## config.mk

```make
export PLATFORM = sky130hd
export DESIGN_NAME = alu_operand_sequencer
export DESIGN_NICKNAME = d
export VERILOG_FILES = /design/src/rtl/alu_operand_sequencer.sv
export SDC_FILE = /design/constraint.sdc
export NUM_CORES = 1
export LEC_CHECK = 0
export BUFFER_PORTS_ARGS = -buffer_cell sky130_fd_sc_hd__buf_2
export CAP_MARGIN = 30
export CORE_MARGIN = 3
export CORE_UTILIZATION = 51
export DETAILED_ROUTE_END_ITERATION = 10
export GPL_TIMING_DRIVEN = 0
export PLACE_DENSITY_LB_ADDON = 0.08
export SLEW_MARGIN = 10
export SYNTH_ARGS = -nofsm -noshare
export SYNTH_HDL_FRONTEND = slang
export SYNTH_SLANG_ARGS = --single-unit
```

## constraint.sdc

```tcl
create_clock -name clk -period 2.85 [get_ports clk]
set_input_delay 0 -clock clk [delete_from_list [all_inputs] [get_ports clk]]
set_output_delay 0 -clock clk [all_outputs]
set_load 0.02 [all_outputs]
```

## src/rtl/alu_operand_sequencer.sv

```systemverilog
// Operand loader for the 8-bit ALU: takes A, B and opcode bytes, then captures Result/Cout.
// Optional ALU_SEQ_ZERO_FLAG_EN adds a registered out_zero flag captured with out_data.
module alu_operand_sequencer #(
    parameter int WIDTH   = 8,
    parameter int SEL_W   = 3,
    parameter int TIMEOUT = 16
) (
    input  logic             clk,
    input  logic             rst,
    input  logic [WIDTH-1:0] in_data,
    input  logic             in_valid,
    output logic             in_ready,
    output logic [WIDTH-1:0] alu_a,
    output logic [WIDTH-1:0] alu_b,
    output logic [SEL_W-1:0] alu_sel,
    input  logic [WIDTH-1:0] alu_result,
    input  logic             alu_cout,
    output logic [WIDTH-1:0] out_data,
    output logic             out_cout,
    output logic             out_valid,
    output logic             busy,
`ifdef ALU_SEQ_ZERO_FLAG_EN
    output logic             out_zero,
`endif
    output logic             err
);

    // Keep the counter at least one bit wide when the timeout is disabled.
    localparam int CNT_W = (TIMEOUT > 0) ? $clog2(TIMEOUT + 1) : 1;

    typedef enum logic [1:0] {IDLE, GOT_A, GOT_B, EXEC} state_t;

    state_t           state, state_nxt;
    logic [CNT_W-1:0] tmo_cnt;
    logic             accept;
    logic             waiting;
    logic             timeout_hit;
    logic             ld_a, ld_b, ld_sel, capture;

    // Accept is derived from state directly so it does not loop through in_ready.
    assign accept      = in_valid && (state != EXEC);
    assign waiting     = (state == GOT_A) || (state == GOT_B);
    assign timeout_hit = (TIMEOUT != 0) && waiting && !accept
                         && (tmo_cnt == CNT_W'(TIMEOUT - 1));

    always_ff @(posedge clk or posedge rst) begin
        if (rst) begin
            state <= IDLE;
        end else begin
            state <= state_nxt;
        end
    end

    always_comb begin
        state_nxt = state;
        case (state)
            IDLE:    if (accept) state_nxt = GOT_A;
            GOT_A:   if (accept) state_nxt = GOT_B;
                     else if (timeout_hit) state_nxt = IDLE;
            GOT_B:   if (accept) state_nxt = EXEC;
                     else if (timeout_hit) state_nxt = IDLE;
            EXEC:    state_nxt = IDLE;
            default: state_nxt = IDLE;
        endcase
    end

    always_comb begin
        in_ready = (state != EXEC);
        busy     = (state != IDLE);
        ld_a     = accept && (state == IDLE);
        ld_b     = accept && (state == GOT_A);
        ld_sel   = accept && (state == GOT_B);
        capture  = (state == EXEC);
    end

    always_ff @(posedge clk or posedge rst) begin
        if (rst) begin
            tmo_cnt <= '0;
        end else if (accept || !waiting || timeout_hit) begin
            tmo_cnt <= '0;
        end else if (TIMEOUT != 0) begin
            tmo_cnt <= tmo_cnt + CNT_W'(1);
        end
    end

    always_ff @(posedge clk or posedge rst) begin
        if (rst) begin
            alu_a     <= '0;
            alu_b     <= '0;
            alu_sel   <= '0;
            out_data  <= '0;
            out_cout  <= 1'b0;
            out_valid <= 1'b0;
            err       <= 1'b0;
        end else begin
            if (ld_a)   alu_a   <= in_data;
            if (ld_b)   alu_b   <= in_data;
            if (ld_sel) alu_sel <= in_data[SEL_W-1:0];
            if (capture) begin
                out_data <= alu_result;
                out_cout <= alu_cout;
            end
            out_valid <= capture;
            if (timeout_hit) begin
                err <= 1'b1;
            end else if (ld_a) begin
                err <= 1'b0;
            end
        end
    end

`ifdef ALU_SEQ_ZERO_FLAG_EN
    always_ff @(posedge clk or posedge rst) begin
        if (rst) begin
            out_zero <= 1'b0;
        end else if (capture) begin
            out_zero <= (alu_result == '0);
        end
    end
`endif

endmodule

```

Yosys cells after proc, flatten, opt, wreduce, memory -nomap -nowiden. Cells that the tools add are included.

Reduce and logical (&&, ||, !) cells: 14. Equal/unequal tests: 6. $mul: 0. Add/sub/neg operators: 1. Order comparisons: 0. Shifts and indexed selects: 0. Bitwise logic cells: 0. Mux-type cells: 8. Divide/modulo/power cells: 0.

Operators by type and width (count): $mux W2 (4); $pmux W2 S4 (1); $logic_and A1 B1 Y1 (6); $add A5 B1 Y5 const B (1); $eq A5 B4 Y1 const B (1); $mux W5 (1); $eq A2 B2 Y1 const B (2); $ne A2 B2 Y1 const B (2); $reduce_bool A2 Y1 (2); $logic_or A1 B1 Y1 (3); $eq A2 B1 Y1 const B (1); $logic_not A1 Y1 (2); $logic_not A2 Y1 (1); $mux W1 (2).

Bits in latches: 0. RAM bits: 0. Memories kept: 0. Memory bits (read-only): 0. Output and inout bits: 32. Bits in registers: 37. Input port bits: 20.

Longest topological paths before layout.
Word-level depth: 8. Gate-level depth with buffers: 6.

Least setup slack after synthesis. Ideal clock, no wire load.

Path type: flip-flop to flip-flop. From: reg state[0]. To: reg alu_a[0]. Period minus slack after synthesis: 1.439 ns. Arrival time: 1.314 ns. Required time: 2.725 ns. Cell stages (with the launch flop): 6. Library setup time: 0.125 ns. Slack: 1.411 ns. Path through: dfrtp_1 > ha_1 > nor2b_2 > buf_6 > nand2_8 > mux2_4.

Cells in the longest elaborated chain, start to end: 3.

RTL lines: start: declaration (RTL line 33) `state_t state, state_nxt;`; start signal: assignment (RTL line 50) `state <= state_nxt;`; $ne A2 B2 Y1 (RTL line 41) `assign accept = in_valid && (state != EXEC);`; $logic_and A1 B1 Y1 (RTL line 41); $logic_and A1 B1 Y1 * (RTL line 70) `ld_a = accept && (state == IDLE);`; end signal: assignment (RTL line 96) `if (ld_a) alu_a <= in_data;`; end: declaration (RTL line 13) `output logic [WIDTH-1:0] alu_a,`.

Every way passes the cells marked *; elsewhere a longest branch is shown, timed or not. A chain may end at the register's enable or synchronous reset.

Final worst setup path.
From: reg state[0]. To: reg alu_a[3].

Same word-level chain as after synthesis.

==> results.md <==
* CTS max path bufs at 2
* # port buffers at 51
* Layout cell share with drive strength beyond 1 at slightly above 50%
* Fin. Hold Viols at 0
* Setup TNS at 0 ns
* Reg clk slew, reported paths at ~0.1 ns
* Post-synthesis sequential area ratio at 57.1%
* First-pass GRT wire length at around 5.7 mm
* Ys flop type: dfrtp_1
* Grt ovf at 0
* Outcome: finished, final reports clean
* Clock tree sinks at 37
* Placed cell count at approximately 200
* Lkg Pwr at 1.11 nW
* GPL Wtd Cong at 0.865
* Yosys top cell area share at around 57%
* Crit path max fanout at 9
* Post-Synthesis Cells at approximately 110
* Max Slew Vio Count at 0
* Maximum vdd drop at about 0.00068 V
* Post CTS Setup Buffer Count at 0
* DRT Pass-1 Iters at 4
* Total Nets Final at around 210
* Most frequent cells after synthesis: dfrtp_1, mux2_4, mux2_2, ha_1, inv_1
* Max frequency at roughly 640 MHz
* Hold path startpoint: in_valid
* CORE AREA at slightly below 3000 um^2
* Area grow syn2layout at 33.5%
* Largest net degree at the start of global routing at 38
* Netlist cell types at 25
* DP Area at between 1500 and 2000 um^2
* Pwr dens at roughly 1100 nW/um^2
* Number of global-route vias before repair at approximately 1100
* Cts bufs inserted at 5
* Largest cells by area after synthesis: dfrtp_1, mux2_4, mux2_2
* EDFF count, synth at 0
* Routed WL at 3.17 mm
* Initial antenna violation count at 0
* Number of DRC markers in iteration 0 at 48
* DIE WIDTH at around 62 um
* Setup CP Type: flop to flop
* Initial Util at 55.9%
* Later-pin clock latency in the skew report at about 0.33 ns
* Async S/R FF share, synth at 100%
* Post-route design area at ~2200 um^2
* Drt via density at 4.77
* Endpoints failing setup at 0
* Final Skew at approximately 0.0039 ns
* Crit end category: flop
* DR WL/cell at about 14 um
* HPWL reported at the end of detailed placement at a little over 2 mm
* Most common cell in the netlist: dfrtp_1
* Std-Cell Rows at 19
* Yosys Warn Count at 0
* CTS tree: yes
* Mapped Area at approximately 1600 um^2
* Drt drc at 0
* Via count at 1078
* Root Driver: clkbuf_4
* All-layer global routing usage at a little under a fifth
* Unrepaired setup endpoints after global routing: false
* Crit start category: flop
* Reg2reg start: state[0]
* CTS resizes at 0
* Tightest Pin Transition at ~0.75 ns
* Post-cts hold buffer count at 18
* I/O Pins at 52
* Post-route insts no fill at between 200 and 250
* Min-delay worst type: input pin to flop
* Die Area at 3890 um^2
* ANT cells at 0
* CTS H-Tree Depth at 2
* Area leader, netlist: dfrtp_1
* Worst hold slack at around 0.22 ns
* Post-Syn Area per Cell at 15.0 um^2
* Req. time, crit path at between 3 and 4 ns
* Worst rel slew slack at between 40% and 50%
* Die height at approximately 62 um
* Post-Syn Nets at 135
* Crit. Startpoint: state[0]
* #FFs+latches synth at 37
* Post-DRT Antenna Nets at 0
* Final min period at about 1.6 ns
* Final worst-path cycle share at a little under three fifths
* Max cap viols at 0
* WP data arrival at ~1.8 ns
[critical path, cell delays in order, from the launching register on]
cell and delay, ns:
dfrtp_1 0.45, ha_1 0.27, nor2b_2 0.13, buf_6 0.18, nand2_8 0.11, mux2_4 0.32
[layout by cell type (no fill, tap or decap), drive strengths merged, types with 3 or more instances in the layout]
cell type	netlist	final
dlygate4sd3	0	18
dfrtp	37	37
a21oi	3	3
ha	7	7
buf	2	53
nor2	6	6
clkbuf	0	7
mux2	28	28
nand2	5	5
inv	7	7
[report_power, final]
part	internal [W]	switching [W]	leakage [nW]	total (W)
Combinational	0.000554	0.000645	0.629	0.00120
Sequential	0.000759	0.000124	0.451	0.000883
Clock	0.000116	0.000158	0.0314	0.000274
Total	0.00143	0.000926	1.11	0.00236
[registers in the layout, indices dropped and copies added (netlist names)]
register	flops
tmo_cnt	5
out_valid	1
out_data	8
out_cout	1
err	1
alu_a	8
state	2
alu_b	8
alu_sel	3
[layout make-up]
cell class	instances	area (um^2)
inverters	7	26.3
multi-input cells	62	653
flip-flops and latches	37	926
fillers	219	736
repair buffers	69	435
well taps	42	52.6
plain buffers	2	16.3
clock buffers	7	55.1
[cell families (layout without fill, tap and decap cells)]
kind of cell | count (synthesis) | after routing | share of synthesized area (%)
flip-flops | 37 | 37 | 57.1
AO/OA/AOI/OAI | 8 | 8 | 3.16
multiplexers | 28 | 28 | 23.1
adder cells (fa/ha/maj) | 7 | 7 | 5.40
buffers and inverters | 9 | 85 | 2.62
XOR/XNOR | 2 | 2 | 1.08
AND/OR/NAND/NOR | 17 | 17 | 7.48
[per-stage QoR]
step | setup WS, ns | util [%] | power (W)
2_1_floorplan | 1.41 | - | 0.00174
3_3_place_gp | 1.31 | 66.5 | 0.00204
3_5_place_dp | 1.31 | 66.5 | 0.00207
4_1_cts | 1.28 | 74.6 | 0.00238
5_1_grt | 1.17 | 74.6 | 0.00253
6_report | 1.28 | 74.6 | 0.00236
[routing by layer]
metal / track usage (%) / vias to the layer above / share of wire [%]
li1: - / 518 / -
met1: 23.8 / 519 / 43
met2: 29.3 / 35 / 48
met3: 6.65 / 6 / 6.2
met4: 8.26 / 0 / 2.1
met5: 0 / - / 0
[final timing paths]
| path | endpoint | slack [ns] | depth (start not counted) |
|---|---|---|---|
| worst max-delay path | alu_a[3] | 1.28 | 5 |
| worst min-delay path | state[1] | 0.22 | 5 |
| worst max register to register | alu_a[3] | 1.28 | 5 |
| worst min register to register | tmo_cnt[0] | 0.46 | 1 |
| max in group asynchronous | alu_a[6] | 2.04 | 3 |
| min in group asynchronous | out_data[7] | 0.33 | 3 |
No activity file was read; power rests on OpenSTA's default activity.
